### src/rtl/om_hazard_tracker_pkg.sv
// OM hazard tracker shared types and helpers.
// Position width, slot record and lane compare.
package om_hazard_tracker_pkg;

  localparam int OM_DIM_BITS = 12;
  localparam int OM_LANES    = 4;

  typedef logic [OM_DIM_BITS-1:0] om_pos_t;

  typedef struct packed {
    logic                            valid;
    logic [OM_LANES-1:0]             mask;
    logic [OM_LANES*OM_DIM_BITS-1:0] pos_x;
    logic [OM_LANES*OM_DIM_BITS-1:0] pos_y;
  } om_slot_t;

  function automatic logic om_pos_eq(
    input om_pos_t ax,
    input om_pos_t ay,
    input om_pos_t bx,
    input om_pos_t by
  );
    return (ax == bx) && (ay == by);
  endfunction

endpackage

### src/rtl/om_hazard_tracker_match.sv
// OM hazard comparator tree.
// Flags any active input pixel that hits an in-flight slot.
module om_hazard_tracker_match
  import om_hazard_tracker_pkg::*;
#(
  parameter int NUM_LANES = 4,
  parameter int NUM_SLOTS = 8
) (
  input  logic [NUM_LANES-1:0]             in_mask,
  input  logic [NUM_LANES*OM_DIM_BITS-1:0] in_pos_x,
  input  logic [NUM_LANES*OM_DIM_BITS-1:0] in_pos_y,
  input  logic [NUM_SLOTS-1:0]             slot_valid,
  input  logic [NUM_SLOTS*NUM_LANES-1:0]   slot_mask,
  input  logic [NUM_SLOTS*NUM_LANES*OM_DIM_BITS-1:0] slot_pos_x,
  input  logic [NUM_SLOTS*NUM_LANES*OM_DIM_BITS-1:0] slot_pos_y,
  output logic                             hazard
);

  localparam int D = OM_DIM_BITS;

  // Any valid slot / active lane pair at the same (x,y).
  always_comb begin
    hazard = 1'b0;
    for (int s = 0; s < NUM_SLOTS; s++) begin
      for (int i = 0; i < NUM_LANES; i++) begin
        for (int j = 0; j < NUM_LANES; j++) begin
          if (slot_valid[s] && in_mask[i] &&
              slot_mask[s*NUM_LANES+j] &&
              om_pos_eq(in_pos_x[i*D +: D],
                        in_pos_y[i*D +: D],
                        slot_pos_x[(s*NUM_LANES+j)*D +: D],
                        slot_pos_y[(s*NUM_LANES+j)*D +: D]))
            hazard = 1'b1;
        end
      end
    end
  end

endmodule

### src/rtl/om_hazard_tracker.sv
// OM hazard tracker top.
// Allocates in-flight slots and stalls overlapping requests.
module om_hazard_tracker
  import om_hazard_tracker_pkg::*;
#(
  parameter int NUM_LANES = OM_LANES,
  parameter int NUM_SLOTS = 8,
  parameter int DATAW     = 32,
  parameter int SLOT_BITS = $clog2(NUM_SLOTS)
) (
  input  logic                             clk,
  input  logic                             reset,
  input  logic                             in_valid,
  input  logic [NUM_LANES-1:0]             in_mask,
  input  logic [NUM_LANES*OM_DIM_BITS-1:0] in_pos_x,
  input  logic [NUM_LANES*OM_DIM_BITS-1:0] in_pos_y,
  input  logic [DATAW-1:0]                 in_data,
  output logic                             in_ready,
  output logic                             out_valid,
  output logic [NUM_LANES-1:0]             out_mask,
  output logic [NUM_LANES*OM_DIM_BITS-1:0] out_pos_x,
  output logic [NUM_LANES*OM_DIM_BITS-1:0] out_pos_y,
  output logic [DATAW-1:0]                 out_data,
  output logic [SLOT_BITS-1:0]             out_tag,
  input  logic                             out_ready,
  input  logic                             release_valid,
  input  logic [SLOT_BITS-1:0]             release_tag,
  output logic                             idle,
  output logic                             full
);

  localparam int PW = NUM_LANES * OM_DIM_BITS;

  logic [NUM_SLOTS-1:0]           r_slot_valid;
  logic [NUM_SLOTS*NUM_LANES-1:0] r_slot_mask;
  logic [NUM_SLOTS*PW-1:0]        r_slot_x;
  logic [NUM_SLOTS*PW-1:0]        r_slot_y;

  logic                 r_out_valid;
  logic [NUM_LANES-1:0] r_out_mask;
  logic [PW-1:0]        r_out_x;
  logic [PW-1:0]        r_out_y;
  logic [DATAW-1:0]     r_out_data;
  logic [SLOT_BITS-1:0] r_out_tag;

  logic                 w_hazard;
  logic                 w_full;
  logic                 w_fire;
  logic [SLOT_BITS-1:0] w_free_idx;

  om_hazard_tracker_match #(
    .NUM_LANES (NUM_LANES),
    .NUM_SLOTS (NUM_SLOTS)
  ) u_match (
    .in_mask    (in_mask),
    .in_pos_x   (in_pos_x),
    .in_pos_y   (in_pos_y),
    .slot_valid (r_slot_valid),
    .slot_mask  (r_slot_mask),
    .slot_pos_x (r_slot_x),
    .slot_pos_y (r_slot_y),
    .hazard     (w_hazard)
  );

  assign w_full   = &r_slot_valid;
  assign in_ready = ~w_hazard & ~w_full &
                    (~r_out_valid | out_ready);
  assign w_fire   = in_valid & in_ready;

  // Lowest-index free slot; only used when not full.
  always_comb begin
    w_free_idx = '0;
    for (int s = NUM_SLOTS-1; s >= 0; s--) begin
      if (!r_slot_valid[s])
        w_free_idx = SLOT_BITS'(s);
    end
  end

  // Slot table: release first, allocation overrides.
  always_ff @(posedge clk) begin
    if (reset) begin
      r_slot_valid <= '0;
      r_slot_mask  <= '0;
      r_slot_x     <= '0;
      r_slot_y     <= '0;
    end else begin
      for (int s = 0; s < NUM_SLOTS; s++) begin
        if (release_valid &&
            release_tag == SLOT_BITS'(s))
          r_slot_valid[s] <= 1'b0;
        if (w_fire && w_free_idx == SLOT_BITS'(s)) begin
          r_slot_valid[s] <= 1'b1;
          r_slot_mask[s*NUM_LANES +: NUM_LANES] <= in_mask;
          r_slot_x[s*PW +: PW] <= in_pos_x;
          r_slot_y[s*PW +: PW] <= in_pos_y;
        end
      end
    end
  end

  // Output register: load on fire, drain on out_ready.
  always_ff @(posedge clk) begin
    if (reset) begin
      r_out_valid <= 1'b0;
      r_out_mask  <= '0;
      r_out_x     <= '0;
      r_out_y     <= '0;
      r_out_data  <= '0;
      r_out_tag   <= '0;
    end else if (w_fire) begin
      r_out_valid <= 1'b1;
      r_out_mask  <= in_mask;
      r_out_x     <= in_pos_x;
      r_out_y     <= in_pos_y;
      r_out_data  <= in_data;
      r_out_tag   <= w_free_idx;
    end else if (out_ready) begin
      r_out_valid <= 1'b0;
    end
  end

  assign out_valid = r_out_valid;
  assign out_mask  = r_out_mask;
  assign out_pos_x = r_out_x;
  assign out_pos_y = r_out_y;
  assign out_data  = r_out_data;
  assign out_tag   = r_out_tag;
  assign full      = w_full;
  assign idle      = ~(|r_slot_valid) & ~r_out_valid;

`ifndef SYNTHESIS
  logic [1:0] r_rst_hold;

  // Quiet window after reset for stale releases.
  always_ff @(posedge clk) begin
    if (reset)
      r_rst_hold <= 2'd2;
    else if (r_rst_hold != 2'd0)
      r_rst_hold <= r_rst_hold - 2'd1;
  end

  // Releasing a slot that is not in flight is a bug.
  always_ff @(posedge clk) begin
    if (!reset && r_rst_hold == 2'd0 && release_valid)
      assert (r_slot_valid[release_tag])
        else $error("release of free slot %0d",
                    release_tag);
  end
`endif

endmodule

### config.mk
export PLATFORM = sky130hd
export DESIGN_NAME = om_hazard_tracker
export DESIGN_NICKNAME = d
export VERILOG_FILES = /design/src/rtl/om_hazard_tracker_pkg.sv /design/src/rtl/om_hazard_tracker_match.sv /design/src/rtl/om_hazard_tracker.sv
export SDC_FILE = /design/constraint.sdc
export NUM_CORES = 2
export LEC_CHECK = 0
export BUFFER_PORTS_ARGS = -buffer_cell sky130_fd_sc_hd__buf_4
export CAP_MARGIN = 25
export CORE_MARGIN = 3
export CORE_UTILIZATION = 25
export DETAILED_ROUTE_END_ITERATION = 12
export SETUP_SLACK_MARGIN = 0.1
export SYNTH_ARGS = -nofsm -noshare
export SYNTH_HDL_FRONTEND = slang
export SYNTH_SLANG_ARGS = --single-unit
### constraint.sdc
create_clock -name clk -period 4 [get_ports clk]
set_clock_uncertainty 0.05 [all_clocks]
set_input_delay 0.2 -clock clk [delete_from_list [all_inputs] [get_ports clk]]
set_output_delay 0.2 -clock clk [all_outputs]
set_load 0.05 [all_outputs]
# After elaboration in Yosys (flattened, before gate mapping)
# Index checks and enable logic that the tools add are counted.
[word_totals]
regBits = 944
input_bits = 140
wordCells = 916
[op_classes]
eq_ne = 270
n_mux = 154
bitwise_logic = 9
reduce_logical = 445
[ops]
columns = ["operator", "n"]
rows = [
  ["$eq A12 B12 Y1", 256],
  ["$logic_and A1 B1 Y1", 432],
  ["$mux W1", 146],
  ["$eq A3 B3 Y1 const B", 8],
  ["$mux W3", 8],
  ["$reduce_bool A2 Y1", 9],
  ["$eq A3 B2 Y1 const B", 4],
  ["$reduce_and A8 Y1", 1],
  ["$reduce_or A8 Y1", 1],
  ["$eq A3 B1 Y1 const B", 2],
  ["$logic_not A3 Y1", 2],
  ["$and A1 B1 Y1", 4],
  ["$not A1 Y1", 4],
  ["$or A1 B1 Y1", 1],
]

# Depth between registers and ports, before layout
[depth]
depth_word = 137
depth_mapped = 15
depth_no_buf = 9

# By module
# Synthesis repeated with hierarchy kept, for this count alone.
[hier_totals]
hier_cells = 9314
hier_area_um2 = 77867.2
[by_module_without_submodules]
columns = ["module", "instances", "cells_each", "area_per_inst_um2", "seq_area_each_um2"]
rows = [
  ["om_hazard_tracker_match", 1, 5489, 43048.8, 0.0],
  ["om_hazard_tracker", 1, 3825, 34818.4, 18898.1],
]

# Worst setup path before layout
# Ideal clock, no wire load.
[synth_timing]
kind = "input -> output"
from = "in in_pos_y[11]"
to = "out in_ready"
t_arrival_ps = 3023
required_ps = 3750
slack_ps = 727
path_stages = 12
n_path_buf = 4
cell_sequence = "buf_4 > buf_2 > xnor2_1 > nand4_1 > nor3_1 > a22o_1 > nor4_1 > and4_1 > nand4_1 > clkbuf_1 > clkbuf_1 > nor3_1"
[synth_via]
elab_chain_len = 134
word_cells_on_any_way = 227
classes_between = "eq/ne: 32; mux: 128; bitwise: 3; reduce/logical: 64"
[synth_rtl]
columns = ["item", "line", "text"]
rows = [
  ["from (decl)", "om_hazard_tracker.sv:16", "input logic [NUM_LANES*OM_DIM_BITS-1:0] in_pos_y,"],
  ["$eq A12 B12 Y1", "om_hazard_tracker_pkg.sv:23", "return (ax == bx) && (ay == by);"],
  ["$logic_and A1 B1 Y1", "om_hazard_tracker_pkg.sv:23", ""],
  ["$logic_and A1 B1 Y1", "om_hazard_tracker_match.sv:28", "slot_mask[s*NUM_LANES+j] &&"],
  ["$mux W1 (115 in series)", "om_hazard_tracker_match.sv:27", "if (slot_valid[s] && in_mask[i] &&"],
  ["$mux W1 (*) (13 in series)", "om_hazard_tracker_match.sv:27", ""],
  ["$not A1 Y1 (*)", "om_hazard_tracker.sv:66", "assign in_ready = ~w_hazard & ~w_full &"],
  ["$and A1 B1 Y1 (*) (2 in series)", "om_hazard_tracker.sv:66", ""],
  ["to (decl)", "om_hazard_tracker.sv:18", "output logic in_ready,"],
]
# Every way passes the cells marked *; elsewhere a longest branch is shown, timed or not.

# Worst setup path after layout
[layout_timing]
from = "reg r_slot_valid[5]"
to = "out in_ready"
[layout_via]
elab_chain_len = 54
word_cells_on_any_way = 89
classes_between = "mux: 48; bitwise: 4; reduce/logical: 37"
[layout_rtl]
columns = ["item", "line", "text"]
rows = [
  ["from (decl)", "om_hazard_tracker.sv:34", "logic [NUM_SLOTS-1:0] r_slot_valid;"],
  ["from (signal assigned)", "om_hazard_tracker.sv:82", "r_slot_valid <= '0;"],
  ["from (signal, indexed assignment)", "om_hazard_tracker.sv:90", "r_slot_valid[s] <= 1'b0;"],
  ["from (signal, indexed assignment)", "om_hazard_tracker.sv:92", "r_slot_valid[s] <= 1'b1;"],
  ["$logic_and A1 B1 Y1 (2 in series)", "om_hazard_tracker_match.sv:27", ""],
  ["$logic_and A1 B1 Y1", "om_hazard_tracker_match.sv:28", ""],
  ["$mux W1 (48 in series)", "om_hazard_tracker_match.sv:27", ""],
  ["$not A1 Y1", "om_hazard_tracker.sv:66", ""],
  ["$and A1 B1 Y1 (*) (2 in series)", "om_hazard_tracker.sv:66", ""],
]
# Marks and branches as above.

==> results_dict.tcl <==
set metrics [dict create \
    synth-edff-count 0 \
    synth.yosys.warnings 0 \
    synth.area.top_cells "xnor2_1, dfxtp_1, mux2i_1" \
    routed_via_density 5.78 \
    start_kind "flop" \
    finish.utilization_pct 30.2 \
    synth.most_common_cell "xnor2_1" \
    die_h_um 562 \
    regToRegEndpoint "r_slot_x[29]" \
    cts-root-buf "clkbuf_16" \
    crit_fanout 14 \
    initial_utilization_pct 25.2 \
    final_layout_size_suffix_gt1_share_pct 17.7 \
    path_clk_slew_ns 0.07 \
    place_hpwl_mm 347 \
    required_ns 3.75 \
    syn_nets 9282 \
    final_area_sq_um 92600 \
    worst_path_max_delay_cell "nor4_1" \
    max_freq_ghz 0.245 \
    worstSetupPathType "reg -> out" \
    syn_inst 9142 \
    ys_seq_elements 944 \
    async_flop_share_pct 0 \
    clock-sinks 944 \
    num_vias 77275 \
    antenna_found_initial 34 \
    wl_per_cell_um 35.9 \
    grt_start_max_net_pins 130 \
    grt_overflow 0 \
    fin_ws_ns -0.0841 \
    die_area_sq_um 315000 \
    post_dp_cell_area_sq_um 87300 \
    powerDensity_nw_per_um2 303 \
    place_congestion 1.10 \
    grt_pass1_vias 70693 \
    final_nets 9301 \
    port_buffers 278 \
    end_kind "output pin" \
    synth_ff_type "dfxtp_1" \
    grt_pass1_wl_mm 635 \
    hold_viol_final 2 \
    hp-start "reset" \
    hold_depth 3 \
    syn_area_sq_um 77200 \
    maxCapViolations 0 \
    wl_mm 480 \
    worstMarginPinSlew_ns 1.29 \
    ctsHtreeMaxLevel 3 \
    cts_tree "yes" \
    grt_usage_pct 28.9 \
    netlist_top_cells_count "xnor2_1, dfxtp_1, nand4_1, nand2b_1, mux2i_1" \
    worstSkewPairLatency_ns 0.86 \
    cpPeakStageDelay_ns 0.72 \
    max-slew-margin-rel_pct 13.5 \
    worstPathArrival_ns 3.83 \
    synth_top_cell_by_area "xnor2_1" \
    drc 0 \
    finalMaxSlewViolations 0 \
    drtIter0Drc 14810 \
    vdd_drop_max_mv 0.340 \
    finalPower_uw 28100 \
    setup_viol_count_final 1 \
    row_count 203 \
    r2r-start "r_slot_x[186]" \
    dp_slack_ns -0.437 \
    avgSynthCellArea_sq_um 8.44 \
    ys_seq_area_share_pct 24.5 \
    io_pins 279 \
    worstPathCellList "buf_4 -> nand4_1 -> nor4_1 -> a22o_1 -> nor4_2 -> buf_4 -> and4_1 -> nand4_1 -> buf_12 -> nor3_4 -> buf_6" \
    reg2reg_slack_ns 0.01 \
    clockBufferDepth 3 \
    yosys.area.top_type_share_pct 33.0 \
    finalCritPeriodShare_pct 102 \
    firstDrtPassIters 9 \
    p_leak_uw 0.0311 \
    die_w_um 562 \
    core_sq_um 307000 \
    violations "negative hold slack, negative setup slack" \
    whs_ns -0.00480 \
    status "complete, but fails checks" \
    hp-class "in -> reg" \
    postRouteAntennaNets 0 \
    grt_setup_unrepaired "true" \
    area_growth_pct 20.0 \
    period_needed_ns 4.08 \
    cts_buffers 109 \
    synth_cell_type_count 36 \
    rr_worst_depth 14 \
    min_to "r_slot_x[206]" \
]
[cell families (layout without fill, tap and decap cells)]
logic type | count (synthesis) | count (layout) | share of synthesized area (%)
DFF | 944 | 944 | 24.5
AOI/OAI and AO/OA | 752 | 752 | 5.17
xor gates and xnor gates | 3071 | 3071 | 34.9
muxes | 600 | 600 | 7.78
and+or+nand+nor | 2258 | 2258 | 17.4
buffers and inverters | 1517 | 1625 | 10.3
other | 0 | 22 | 0
[layer usage]
| metal | global-route usage [%] | part of all wire, % | up-vias |
|---|---|---|---|
| li1 | - | - | 30222 |
| met1 | 36.0 | 37 | 37424 |
| met2 | 38.5 | 38 | 7279 |
| met3 | 12.3 | 15 | 2318 |
| met4 | 22.6 | 9.9 | 32 |
| met5 | 0 | 0.045 | - |
[final cells by class]
cell class              count  area (sq um)
well taps                4100          5130
multi-input cells        6681         50700
fillers                 32461        214000
diodes                     22          55.1
flip-flops and latches    944         19000
repair buffers           1421         14000
clock buffers             143          3060
inverters                   4          15.0
clock inverters            57           742
[metrics by stage]
| stage | setup TNS, ns | hold slack [ns] | instances |
|---|---|---|---|
| after global routing | 0 | 0.00776 | 13350 |
| after floorplan | 0 | 0.298 | 9142 |
| after detailed placement | -307.78 | 0.416 | 13042 |
| after global placement | -302.13 | 0.411 | 13039 |
| after CTS | 0 | 0.000302 | 13326 |
| final | -0.0841 | -0.00480 | 13372 |
[power by group]
part | switching (uW) | internal [uW]
combinational | 4450 | 2600
clock | 4940 | 6130
sequential | 356 | 9610
total | 9750 | 18300
[registers in the layout, indices dropped and copies added (netlist names)]
register / flops
out_data: 32
out_mask: 4
out_pos_x: 48
out_pos_y: 48
out_tag: 3
out_valid: 1
r_slot_mask: 32
r_slot_valid: 8
r_slot_x: 384
r_slot_y: 384
[worst max-delay path, delay by kind of cell (launching register included)]
kind	cells	cell delay, ns
AOI/OAI and AO/OA	1	0.29
buffers and inverters	4	0.77
DFF	1	0.61
and+or+nand+nor	6	1.31
[worst max-delay path by stage]
stage,from,slack [ns],end
after floorplan,in_pos_y[11],0.73,in_ready
after global placement,in_pos_x[36],-0.46,in_ready
after detailed placement,in_pos_x[18],-0.44,r_slot_x[193]
after CTS,r_slot_valid[4],0.09,in_ready
after global routing,in_pos_y[42],0.03,in_ready
final,r_slot_valid[5],-0.08,in_ready
[layout by cell type, fill, tap and decap left out, types with 16 or more instances in the layout]
cell / netlist / routed
dlygate4sd3_1: 0 / 77
a22o_1: 51 / 46
xnor2_1: 2905 / 2904
diode_2: 0 / 22
nand4_1: 761 / 761
buf_4: 340 / 1084
xor2_1: 166 / 166
clkbuf_8: 0 / 20
dfxtp_1: 944 / 890
buf_12: 0 / 243
clkinv_2: 0 / 16
nor3_1: 129 / 122
dfxtp_2: 0 / 44
a21oi_1: 345 / 345
nand2b_1: 705 / 705
nand3_1: 455 / 452
nor4_1: 169 / 145
nor4_2: 3 / 18
mux2i_1: 600 / 600
clkbuf_16: 0 / 109
o21ai_0: 341 / 341
[timing repair]
action | 4_1_cts | 5_1_grt
endpoints found under the hold margin | 98 | 2
endpoints found under the setup margin | 872 | 184
gates resized for setup | 65 | 63
hold buffers | 76 | 2
pin swaps | 12 | 19
buffers inserted | 9 | 19
Power figures use the tool's default switching activity.
